===== config.mk =====
export PLATFORM = sky130hd
export DESIGN_NAME = mem_access_flat
export DESIGN_NICKNAME = d
export VERILOG_FILES = /design/src/rtl/mem_access_pkg.sv /design/src/rtl/mem_access_if.sv /design/src/rtl/mem_access_load_align.sv /design/src/rtl/mem_access.sv /design/src/flat_wrapper.sv
export SDC_FILE = /design/constraint.sdc
export NUM_CORES = 1
export LEC_CHECK = 0
export CORE_AREA = 2 2 182 184
export DETAILED_ROUTE_END_ITERATION = 8
export DIE_AREA = 0 0 184 186
export PLACE_DENSITY_LB_ADDON = 0.3
export SYNTH_ARGS = -nofsm -noshare
export SYNTH_HDL_FRONTEND = slang
export SYNTH_HIERARCHICAL = 1
export SYNTH_SLANG_ARGS = --single-unit

===== constraint.sdc =====
create_clock -name clk -period 2.2 [get_ports clk]
set_input_delay 0.22 -clock clk [delete_from_list [all_inputs] [get_ports clk]]
set_output_delay 0.22 -clock clk [all_outputs]
set_load 0.02 [all_outputs]

===== src/rtl/mem_access_pkg.sv =====
// Shared constants, state encoding and store-lane helpers for the MEM stage.
package mem_access_pkg;

    localparam logic [7:0] AluNop = 8'h00;
    localparam logic [7:0] AluLb  = 8'hE0;
    localparam logic [7:0] AluLbu = 8'hE4;
    localparam logic [7:0] AluLh  = 8'hE1;
    localparam logic [7:0] AluLhu = 8'hE5;
    localparam logic [7:0] AluLw  = 8'hE3;
    localparam logic [7:0] AluLl  = 8'hF0;
    localparam logic [7:0] AluSb  = 8'hE8;
    localparam logic [7:0] AluSh  = 8'hE9;
    localparam logic [7:0] AluSw  = 8'hEB;
    localparam logic [7:0] AluSc  = 8'hF8;

    localparam logic [31:0] ZeroWord     = 32'h0000_0000;
    localparam logic [4:0]  NopRegAddr   = 5'd0;
    localparam logic        WriteEnable  = 1'b1;
    localparam logic        WriteDisable = 1'b0;
    localparam logic        Stop         = 1'b1;
    localparam logic        NoStop       = 1'b0;

    typedef enum logic [1:0] {
        StIdle = 2'd0,
        StWait = 2'd1,
        StDone = 2'd2
    } state_e;

    function automatic logic is_load(input logic [7:0] op);
        return op inside {AluLb, AluLbu, AluLh, AluLhu, AluLw, AluLl};
    endfunction

    function automatic logic is_store(input logic [7:0] op);
        return op inside {AluSb, AluSh, AluSw, AluSc};
    endfunction

    function automatic logic misaligned(input logic [7:0] op, input logic [1:0] lo);
        case (op)
            AluLh, AluLhu, AluSh:       return lo[0];
            AluLw, AluLl, AluSw, AluSc: return lo != 2'b00;
            default:                    return 1'b0;
        endcase
    endfunction

    // Big-endian lanes: byte address 0 lives in bits 31:24.
    function automatic logic [3:0] store_sel(input logic [7:0] op, input logic [1:0] lo);
        case (op)
            AluSb:   return 4'b1000 >> lo;
            AluSh:   return lo[1] ? 4'b0011 : 4'b1100;
            default: return 4'b1111;
        endcase
    endfunction

    function automatic logic [31:0] store_wdata(input logic [7:0] op, input logic [31:0] d);
        case (op)
            AluSb:   return {4{d[7:0]}};
            AluSh:   return {2{d[15:0]}};
            default: return d;
        endcase
    endfunction

endpackage


===== src/rtl/mem_access_if.sv =====
// Data-bus request/acknowledge bundle between the MEM stage and the memory port.
interface mem_access_if;

    logic        req;
    logic        we;
    logic [3:0]  sel;
    logic [31:0] addr;
    logic [31:0] wdata;
    logic        ack;
    logic [31:0] rdata;

    modport master (
        output req, we, sel, addr, wdata,
        input  ack, rdata
    );

    modport slave (
        input  req, we, sel, addr, wdata,
        output ack, rdata
    );

endinterface


===== src/rtl/mem_access_load_align.sv =====
// Picks the addressed byte/half out of a big-endian read word and extends it.
module mem_load_align
    import mem_access_pkg::*;
(
    input  logic [31:0] rdata_i,
    input  logic [1:0]  addr_lo_i,
    input  logic [7:0]  aluop_i,
    output logic [31:0] data_o
);

    logic [7:0]  lane_b;
    logic [15:0] lane_h;

    always_comb begin
        case (addr_lo_i)
            2'b00:   lane_b = rdata_i[31:24];
            2'b01:   lane_b = rdata_i[23:16];
            2'b10:   lane_b = rdata_i[15:8];
            default: lane_b = rdata_i[7:0];
        endcase
        lane_h = addr_lo_i[1] ? rdata_i[15:0] : rdata_i[31:16];

        case (aluop_i)
            AluLb:   data_o = {{24{lane_b[7]}}, lane_b};
            AluLbu:  data_o = {24'h0, lane_b};
            AluLh:   data_o = {{16{lane_h[15]}}, lane_h};
            AluLhu:  data_o = {16'h0, lane_h};
            default: data_o = rdata_i;
        endcase
    end

endmodule


===== src/rtl/mem_access.sv =====
// MEM pipeline stage: passes ALU results through, or runs a stalling data-bus
// transaction for loads/stores including LL/SC and misalignment detection.
module mem_access
    import mem_access_pkg::*;
(
    input  logic        clk,
    input  logic        resetn,
    input  logic [4:0]  mem_wd,
    input  logic        mem_wreg,
    input  logic [31:0] mem_wdata,
    input  logic        mem_whilo,
    input  logic [31:0] mem_hi,
    input  logic [31:0] mem_lo,
    input  logic [7:0]  mem_aluop,
    input  logic [31:0] mem_mem_addr,
    input  logic [31:0] mem_reg2,
    input  logic        mem_cp0_reg_we,
    input  logic [4:0]  mem_cp0_reg_write_addr,
    input  logic [31:0] mem_cp0_reg_data,
    input  logic        flush,
    mem_access_if.master dbus,
    output logic [4:0]  wb_wd,
    output logic        wb_wreg,
    output logic [31:0] wb_wdata,
    output logic        wb_whilo,
    output logic [31:0] wb_hi,
    output logic [31:0] wb_lo,
    output logic        wb_cp0_reg_we,
    output logic [4:0]  wb_cp0_reg_write_addr,
    output logic [31:0] wb_cp0_reg_data,
    output logic        stallreq_mem,
    output logic        excep_adel,
    output logic        excep_ades
);

    state_e      state_q, state_d;
    logic        llbit_q, llbit_d;
    logic        kill_q, kill_d;
    logic [31:0] rdata_q, rdata_d;
    logic [7:0]  aluop_q, aluop_d;
    logic [31:0] addr_q, addr_d;
    logic        we_q, we_d;
    logic [3:0]  sel_q, sel_d;
    logic [31:0] wdata_q, wdata_d;
    logic        enter_done, killed;
    logic [31:0] load_data;

    mem_load_align u_load_align (
        .rdata_i   (rdata_q),
        .addr_lo_i (addr_q[1:0]),
        .aluop_i   (aluop_q),
        .data_o    (load_data)
    );

    always_comb begin
        state_d    = state_q;
        llbit_d    = llbit_q;
        kill_d     = kill_q;
        rdata_d    = rdata_q;
        aluop_d    = aluop_q;
        addr_d     = addr_q;
        we_d       = we_q;
        sel_d      = sel_q;
        wdata_d    = wdata_q;
        enter_done = 1'b0;
        killed     = 1'b0;

        dbus.req     = 1'b0;
        dbus.we      = 1'b0;
        dbus.sel     = 4'b0000;
        dbus.addr    = ZeroWord;
        dbus.wdata   = ZeroWord;
        stallreq_mem = NoStop;
        excep_adel   = 1'b0;
        excep_ades   = 1'b0;

        wb_wd                 = mem_wd;
        wb_wreg               = mem_wreg;
        wb_wdata              = mem_wdata;
        wb_whilo              = mem_whilo;
        wb_hi                 = mem_hi;
        wb_lo                 = mem_lo;
        wb_cp0_reg_we         = mem_cp0_reg_we;
        wb_cp0_reg_write_addr = mem_cp0_reg_write_addr;
        wb_cp0_reg_data       = mem_cp0_reg_data;

        unique case (state_q)
            StIdle: begin
                if (is_load(mem_aluop) || is_store(mem_aluop)) begin
                    if (misaligned(mem_aluop, mem_mem_addr[1:0])) begin
                        excep_adel = is_load(mem_aluop);
                        excep_ades = is_store(mem_aluop);
                        wb_wreg    = WriteDisable;
                    end else if (flush) begin
                        wb_wreg = WriteDisable;
                    end else if (mem_aluop == AluSc && !llbit_q) begin
                        wb_wreg  = WriteEnable;
                        wb_wdata = ZeroWord;
                    end else begin
                        aluop_d = mem_aluop;
                        addr_d  = mem_mem_addr;
                        we_d    = is_store(mem_aluop);
                        sel_d   = is_store(mem_aluop) ?
                                  store_sel(mem_aluop, mem_mem_addr[1:0]) : 4'b1111;
                        wdata_d = store_wdata(mem_aluop, mem_reg2);
                        kill_d  = 1'b0;

                        dbus.req     = 1'b1;
                        dbus.we      = we_d;
                        dbus.sel     = sel_d;
                        dbus.addr    = addr_d;
                        dbus.wdata   = wdata_d;
                        stallreq_mem = Stop;
                        wb_wreg      = WriteDisable;

                        if (dbus.ack) begin
                            rdata_d    = dbus.rdata;
                            state_d    = StDone;
                            enter_done = 1'b1;
                        end else begin
                            state_d = StWait;
                        end
                    end
                end
            end
            StWait: begin
                // The bus transaction is never abandoned; a flush only marks it dead.
                dbus.req     = 1'b1;
                dbus.we      = we_q;
                dbus.sel     = sel_q;
                dbus.addr    = addr_q;
                dbus.wdata   = wdata_q;
                stallreq_mem = Stop;
                wb_wreg      = WriteDisable;
                if (flush) kill_d = 1'b1;
                if (dbus.ack) begin
                    rdata_d    = dbus.rdata;
                    state_d    = StDone;
                    enter_done = 1'b1;
                    killed     = kill_q || flush;
                end
            end
            StDone: begin
                state_d = StIdle;
                kill_d  = 1'b0;
                if (is_load(aluop_q)) begin
                    wb_wdata = load_data;
                end else if (aluop_q == AluSc) begin
                    wb_wreg  = WriteEnable;
                    wb_wdata = 32'd1;
                end else begin
                    wb_wreg = WriteDisable;
                end
                if (kill_q || flush) begin
                    wb_wreg       = WriteDisable;
                    wb_whilo      = WriteDisable;
                    wb_cp0_reg_we = WriteDisable;
                end
            end
            default: state_d = StIdle;
        endcase

        if (enter_done && !killed) begin
            if (aluop_d == AluLl) llbit_d = 1'b1;
            else if (aluop_d == AluSc) llbit_d = 1'b0;
        end
        if (flush) llbit_d = 1'b0;

        if (resetn) begin
            dbus.req              = 1'b0;
            dbus.we               = 1'b0;
            dbus.sel              = 4'b0000;
            dbus.addr             = ZeroWord;
            dbus.wdata            = ZeroWord;
            stallreq_mem          = NoStop;
            excep_adel            = 1'b0;
            excep_ades            = 1'b0;
            wb_wd                 = NopRegAddr;
            wb_wreg               = WriteDisable;
            wb_wdata              = ZeroWord;
            wb_whilo              = WriteDisable;
            wb_hi                 = ZeroWord;
            wb_lo                 = ZeroWord;
            wb_cp0_reg_we         = WriteDisable;
            wb_cp0_reg_write_addr = NopRegAddr;
            wb_cp0_reg_data       = ZeroWord;
        end
    end

    always_ff @(posedge clk) begin
        if (resetn) begin
            state_q <= StIdle;
            llbit_q <= 1'b0;
            kill_q  <= 1'b0;
            rdata_q <= ZeroWord;
            aluop_q <= AluNop;
            addr_q  <= ZeroWord;
            we_q    <= 1'b0;
            sel_q   <= 4'b0000;
            wdata_q <= ZeroWord;
        end else begin
            state_q <= state_d;
            llbit_q <= llbit_d;
            kill_q  <= kill_d;
            rdata_q <= rdata_d;
            aluop_q <= aluop_d;
            addr_q  <= addr_d;
            we_q    <= we_d;
            sel_q   <= sel_d;
            wdata_q <= wdata_d;
        end
    end

endmodule


===== src/flat_wrapper.sv =====
// flat-port wrapper written by rule: the top's interface ports become plain ports
module mem_access_flat import mem_access_pkg::*;
  (clk, resetn, mem_wd, mem_wreg, mem_wdata, mem_whilo, mem_hi, mem_lo, mem_aluop, mem_mem_addr, mem_reg2, mem_cp0_reg_we, mem_cp0_reg_write_addr, mem_cp0_reg_data, flush, wb_wd, wb_wreg, wb_wdata, wb_whilo, wb_hi, wb_lo, wb_cp0_reg_we, wb_cp0_reg_write_addr, wb_cp0_reg_data, stallreq_mem, excep_adel, excep_ades, dbus_req, dbus_we, dbus_sel, dbus_addr, dbus_wdata, dbus_ack, dbus_rdata);
  mem_access_if dbus_i ();
  input  logic clk;
  input  logic resetn;
  input  logic [4:0] mem_wd;
  input  logic mem_wreg;
  input  logic [31:0] mem_wdata;
  input  logic mem_whilo;
  input  logic [31:0] mem_hi;
  input  logic [31:0] mem_lo;
  input  logic [7:0] mem_aluop;
  input  logic [31:0] mem_mem_addr;
  input  logic [31:0] mem_reg2;
  input  logic mem_cp0_reg_we;
  input  logic [4:0] mem_cp0_reg_write_addr;
  input  logic [31:0] mem_cp0_reg_data;
  input  logic flush;
  output logic [4:0] wb_wd;
  output logic wb_wreg;
  output logic [31:0] wb_wdata;
  output logic wb_whilo;
  output logic [31:0] wb_hi;
  output logic [31:0] wb_lo;
  output logic wb_cp0_reg_we;
  output logic [4:0] wb_cp0_reg_write_addr;
  output logic [31:0] wb_cp0_reg_data;
  output logic stallreq_mem;
  output logic excep_adel;
  output logic excep_ades;
  output wire logic [$bits(dbus_i.req)-1:0] dbus_req;
  output wire logic [$bits(dbus_i.we)-1:0] dbus_we;
  output wire logic [$bits(dbus_i.sel)-1:0] dbus_sel;
  output wire logic [$bits(dbus_i.addr)-1:0] dbus_addr;
  output wire logic [$bits(dbus_i.wdata)-1:0] dbus_wdata;
  input wire logic [$bits(dbus_i.ack)-1:0] dbus_ack;
  input wire logic [$bits(dbus_i.rdata)-1:0] dbus_rdata;
  assign dbus_req = dbus_i.req;
  assign dbus_we = dbus_i.we;
  assign dbus_sel = dbus_i.sel;
  assign dbus_addr = dbus_i.addr;
  assign dbus_wdata = dbus_i.wdata;
  assign dbus_i.ack = dbus_ack;
  assign dbus_i.rdata = dbus_rdata;
  mem_access u_core (.clk(clk), .resetn(resetn), .mem_wd(mem_wd), .mem_wreg(mem_wreg), .mem_wdata(mem_wdata), .mem_whilo(mem_whilo), .mem_hi(mem_hi), .mem_lo(mem_lo), .mem_aluop(mem_aluop), .mem_mem_addr(mem_mem_addr), .mem_reg2(mem_reg2), .mem_cp0_reg_we(mem_cp0_reg_we), .mem_cp0_reg_write_addr(mem_cp0_reg_write_addr), .mem_cp0_reg_data(mem_cp0_reg_data), .flush(flush), .dbus(dbus_i), .wb_wd(wb_wd), .wb_wreg(wb_wreg), .wb_wdata(wb_wdata), .wb_whilo(wb_whilo), .wb_hi(wb_hi), .wb_lo(wb_lo), .wb_cp0_reg_we(wb_cp0_reg_we), .wb_cp0_reg_write_addr(wb_cp0_reg_write_addr), .wb_cp0_reg_data(wb_cp0_reg_data), .stallreq_mem(stallreq_mem), .excep_adel(excep_adel), .excep_ades(excep_ades));
endmodule

==> results_dict.tcl <==
set metrics [dict create \
    outcome "finished with violations" \
    violations "negative setup slack" \
    io-pin-count 463 \
    cp-end-kind "output pin" \
    maximum_capacitance_violations 0 \
    grt_pass1_wl_um 56100 \
    synth_area_leader_cell "sky130_fd_sc_hd__dfxtp_1" \
    synth-warning-count 6 \
    overflow 0 \
    worstPathRequired_ns 1.98 \
    antenna_violating_nets_post_route 0 \
    core.rowCount 66 \
    period_needed_ns 2.53 \
    first_global_vias 9517 \
    synth_nets 1284 \
    synth.ff_latch_count 113 \
    placement.io_buffers 462 \
    grt_start_max_net_pins 86 \
    fin_worst_skew_ns 0.0115 \
    final_min_period_over_clock_period_pct 115 \
    finalCoreUtilization_pct 47.9 \
    num-fill-cells 3066 \
    dp_hpwl_um 28600 \
    growth_of_design_area_from_synthesis_to_finish_pct 104 \
    synthTopCellsByArea "sky130_fd_sc_hd__dfxtp_1 30%, sky130_fd_sc_hd__nand2_1 11%, sky130_fd_sc_hd__a21oi_1 9.8%" \
    drtIter0Drc 531 \
    tritoncts_clock_tree "done" \
    fmax_ghz 0.395 \
    synth_enable_flop_cells 0 \
    timing_hold_violations_final 0 \
    gate_count_after_technology_mapping 1035 \
    finalPower_w 0.00679 \
    synth-async-reset-ratio_pct 0 \
    starting_density_of_the_core_pct 23.5 \
    synth.yosys.seq_area_share_pct 29.9 \
    die_y_um 186 \
    clock_path_buffers 2 \
    peakVddDrop_mv 0.472 \
    postRouteWirelength_um 39000 \
    beginning_of_the_worst_hold_path "mem_aluop[4]" \
    timing_worst_setup_path_type "reg2out" \
    layout_setup_ws_ns -0.334 \
    hold_path_class "in2reg" \
    timing_max_transition_violations_final 0 \
    synthFlopType "sky130_fd_sc_hd__dfxtp_1" \
    most_common_library_cell_in_the_layout_ignoring_fill_and_taps "sky130_fd_sc_hd__clkdlybuf4s50_1" \
    antenna_found_initial 5 \
    global_route_total_usage_across_every_layer_pct 21.6 \
    numClockSinks 113 \
    root_buffer "sky130_fd_sc_hd__clkbuf_16" \
    yosysUniqueCellTypes 53 \
    core_area_mm2 0.0322 \
    finalWeightedCongestion 0.896 \
    cp.arrival_ns 2.31 \
    post_route_cells_drive_above_1_share_pct 31.6 \
    critical_path.startpoint "u_core/aluop_q[0]$_SDFF_PP0_" \
    fp.dieArea_mm2 0.0342 \
    dp_cells 1973 \
    htree_num_levels 4 \
    finalNetCount 1883 \
    synth_top_cell_area_share_pct 29.9 \
    r2r-start "u_core/llbit_q$_SDFFE_PP0P_" \
    max_slew.worst_pin.slew_ns 0.433 \
    vias 9867 \
    detail_route.first_pass.iterations 5 \
    viasPerCell 4.79 \
    mostFrequentLayoutCells "341 x sky130_fd_sc_hd__clkdlybuf4s50_1, 253 x sky130_fd_sc_hd__buf_4, 223 x sky130_fd_sc_hd__nand2_1" \
    synth_area_per_cell_um2 7.32 \
    rsz0062_at_grt "yes" \
    final_cells 2058 \
    report.final.setup_viol 106 \
    drt-wirelength-per-cell_um 19.0 \
    cp-start-kind "flip-flop" \
    cellPowerDensity_mw_per_mm2 440 \
    cts_buffers 17 \
    drt_drc_violations_left 0 \
    maximum_fanout_count_along_the_critical_path 8 \
    clock_insertion_delay_worst_skew_ns 0.42 \
    dieWidth_um 184 \
    clkSlewWorstSetupHoldPaths_ns 0.06 \
    cellLeakagePower_nw 5.80 \
    synth_area_mm2 0.00757 \
    timing.slew.headroom_pct 71.2 \
]
==> worst max-delay path, stage by stage, from the launching register on <==
cell and delay (ns):
sky130_fd_sc_hd__dfxtp_2 0.33, sky130_fd_sc_hd__or4b_4 0.54, sky130_fd_sc_hd__buf_6 0.14, sky130_fd_sc_hd__a21oi_4 0.15, sky130_fd_sc_hd__nor2_4 0.09, sky130_fd_sc_hd__buf_6 0.14, sky130_fd_sc_hd__buf_16 0.14, sky130_fd_sc_hd__a22oi_2 0.13
sky130_fd_sc_hd__nor2_1 0.06, sky130_fd_sc_hd__buf_4 0.17
==> metal layers <==
layer / share of wire (%) / vias up / global-route usage, %
li1: - / 4760 / -
met1: 44 / 4708 / 27.3
met2: 45 / 346 / 33.9
met3: 9.1 / 47 / 8.39
met4: 2.1 / 6 / 6.24
met5: 0.11 / - / 0
==> stage by stage <==
stage	hold WS, ns	area [µm²]	setup WS, ns	TNS [ns]
floorplan	0.299	7580	0.0203	0
global placement	0.441	13700	-0.927	-107.30
detailed placement	0.444	13700	-1.01	-115.18
CTS	0.251	14900	-0.352	-26.65
global route	0.132	15400	-0.428	-37.86
finish	0.132	15400	-0.334	-26.41
==> final cells by class <==
cell class | instances | area [µm²] | area share [%]
inverter | 12 | 45.0 | 0.292
tap | 408 | 510 | 3.31
sequential | 113 | 2270 | 14.7
timing repair buffer | 678 | 6510 | 42.2
antenna | 3 | 7.51 | 0.0486
clock inverter | 14 | 228 | 1.48
multi-input combinational | 812 | 5430 | 35.1
clock buffer | 18 | 439 | 2.85
==> power by group <==
group / switching, W / internal (W)
clock: 0.00113 / 0.00206
sequential: 0.0000137 / 0.00207
combinational: 0.000667 / 0.000848
total: 0.00181 / 0.00498
==> final timing paths <==
check                                          to  slack, ns  cells past startpoint
setup / recovery                     wb_wdata[31]      -0.33                      9
hold / removal       u_core/aluop_q[4]$_SDFF_PP0_       0.13                      3
setup reg to reg   u_core/rdata_q[6]$_SDFFE_PP0P_       0.01                     11
hold reg to reg   u_core/wdata_q[24]$_SDFFE_PP0P_       0.46                      2
==> cell usage after synthesis, types with 2 or more instances <==
library cell / count
sky130_fd_sc_hd__a211o_1: 9
sky130_fd_sc_hd__a211oi_1: 2
sky130_fd_sc_hd__a21boi_0: 2
sky130_fd_sc_hd__a21oi_1: 148
sky130_fd_sc_hd__a221oi_1: 9
sky130_fd_sc_hd__a22o_1: 2
sky130_fd_sc_hd__a22oi_1: 31
sky130_fd_sc_hd__and2_1: 3
sky130_fd_sc_hd__and4b_1: 3
sky130_fd_sc_hd__buf_1: 2
sky130_fd_sc_hd__buf_2: 19
sky130_fd_sc_hd__buf_4: 6
sky130_fd_sc_hd__buf_6: 11
sky130_fd_sc_hd__clkbuf_1: 60
sky130_fd_sc_hd__dfxtp_1: 113
sky130_fd_sc_hd__inv_1: 12
sky130_fd_sc_hd__mux2_2: 17
sky130_fd_sc_hd__mux2i_1: 48
sky130_fd_sc_hd__mux4_2: 8
sky130_fd_sc_hd__nand2_1: 229
sky130_fd_sc_hd__nand2b_1: 12
sky130_fd_sc_hd__nand3_1: 2
sky130_fd_sc_hd__nand4_1: 2
sky130_fd_sc_hd__nor2_1: 80
sky130_fd_sc_hd__nor2b_1: 110
sky130_fd_sc_hd__nor3_1: 5
sky130_fd_sc_hd__nor3_2: 2
sky130_fd_sc_hd__nor3b_1: 2
sky130_fd_sc_hd__nor4_1: 9
sky130_fd_sc_hd__o211ai_2: 2
sky130_fd_sc_hd__o21ai_0: 14
sky130_fd_sc_hd__o22ai_1: 2
sky130_fd_sc_hd__o2bb2ai_1: 24
sky130_fd_sc_hd__o41ai_1: 8
sky130_fd_sc_hd__or2_1: 2
sky130_fd_sc_hd__or2_2: 4
sky130_fd_sc_hd__or3_1: 5
==> sequential cells by signal, indices dropped and copies added (netlist names) <==
register / count
u_core/we_q: 1
u_core/kill_q: 1
u_core/addr_q: 32
u_core/aluop_q: 8
u_core/state_q: 2
u_core/sel_q: 4
u_core/llbit_q: 1
u_core/wdata_q: 32
u_core/rdata_q: 32
==> kinds of logic (layout without fill, tap and decap cells) <==
| kind of cell | count (synthesis) | count (layout) | synth area share [%] |
|---|---|---|---|
| AO/OA/AOI/OAI | 258 | 258 | 21.3 |
| buffers and inverters | 110 | 722 | 7.15 |
| flip-flops | 113 | 113 | 29.9 |
| multiplexers | 75 | 75 | 11.7 |
| other | 0 | 3 | 0 |
| AND/OR/NAND/NOR | 479 | 479 | 30.0 |
==> what timing repair did <==
item,CTS,global route
setup buffers,24,20
hold buffers,0,0
gates resized for setup,622,93
pin swaps,24,32
cloned,5,3
endpoints found under the setup margin,113,124
(Power assumes the default switching activity.)
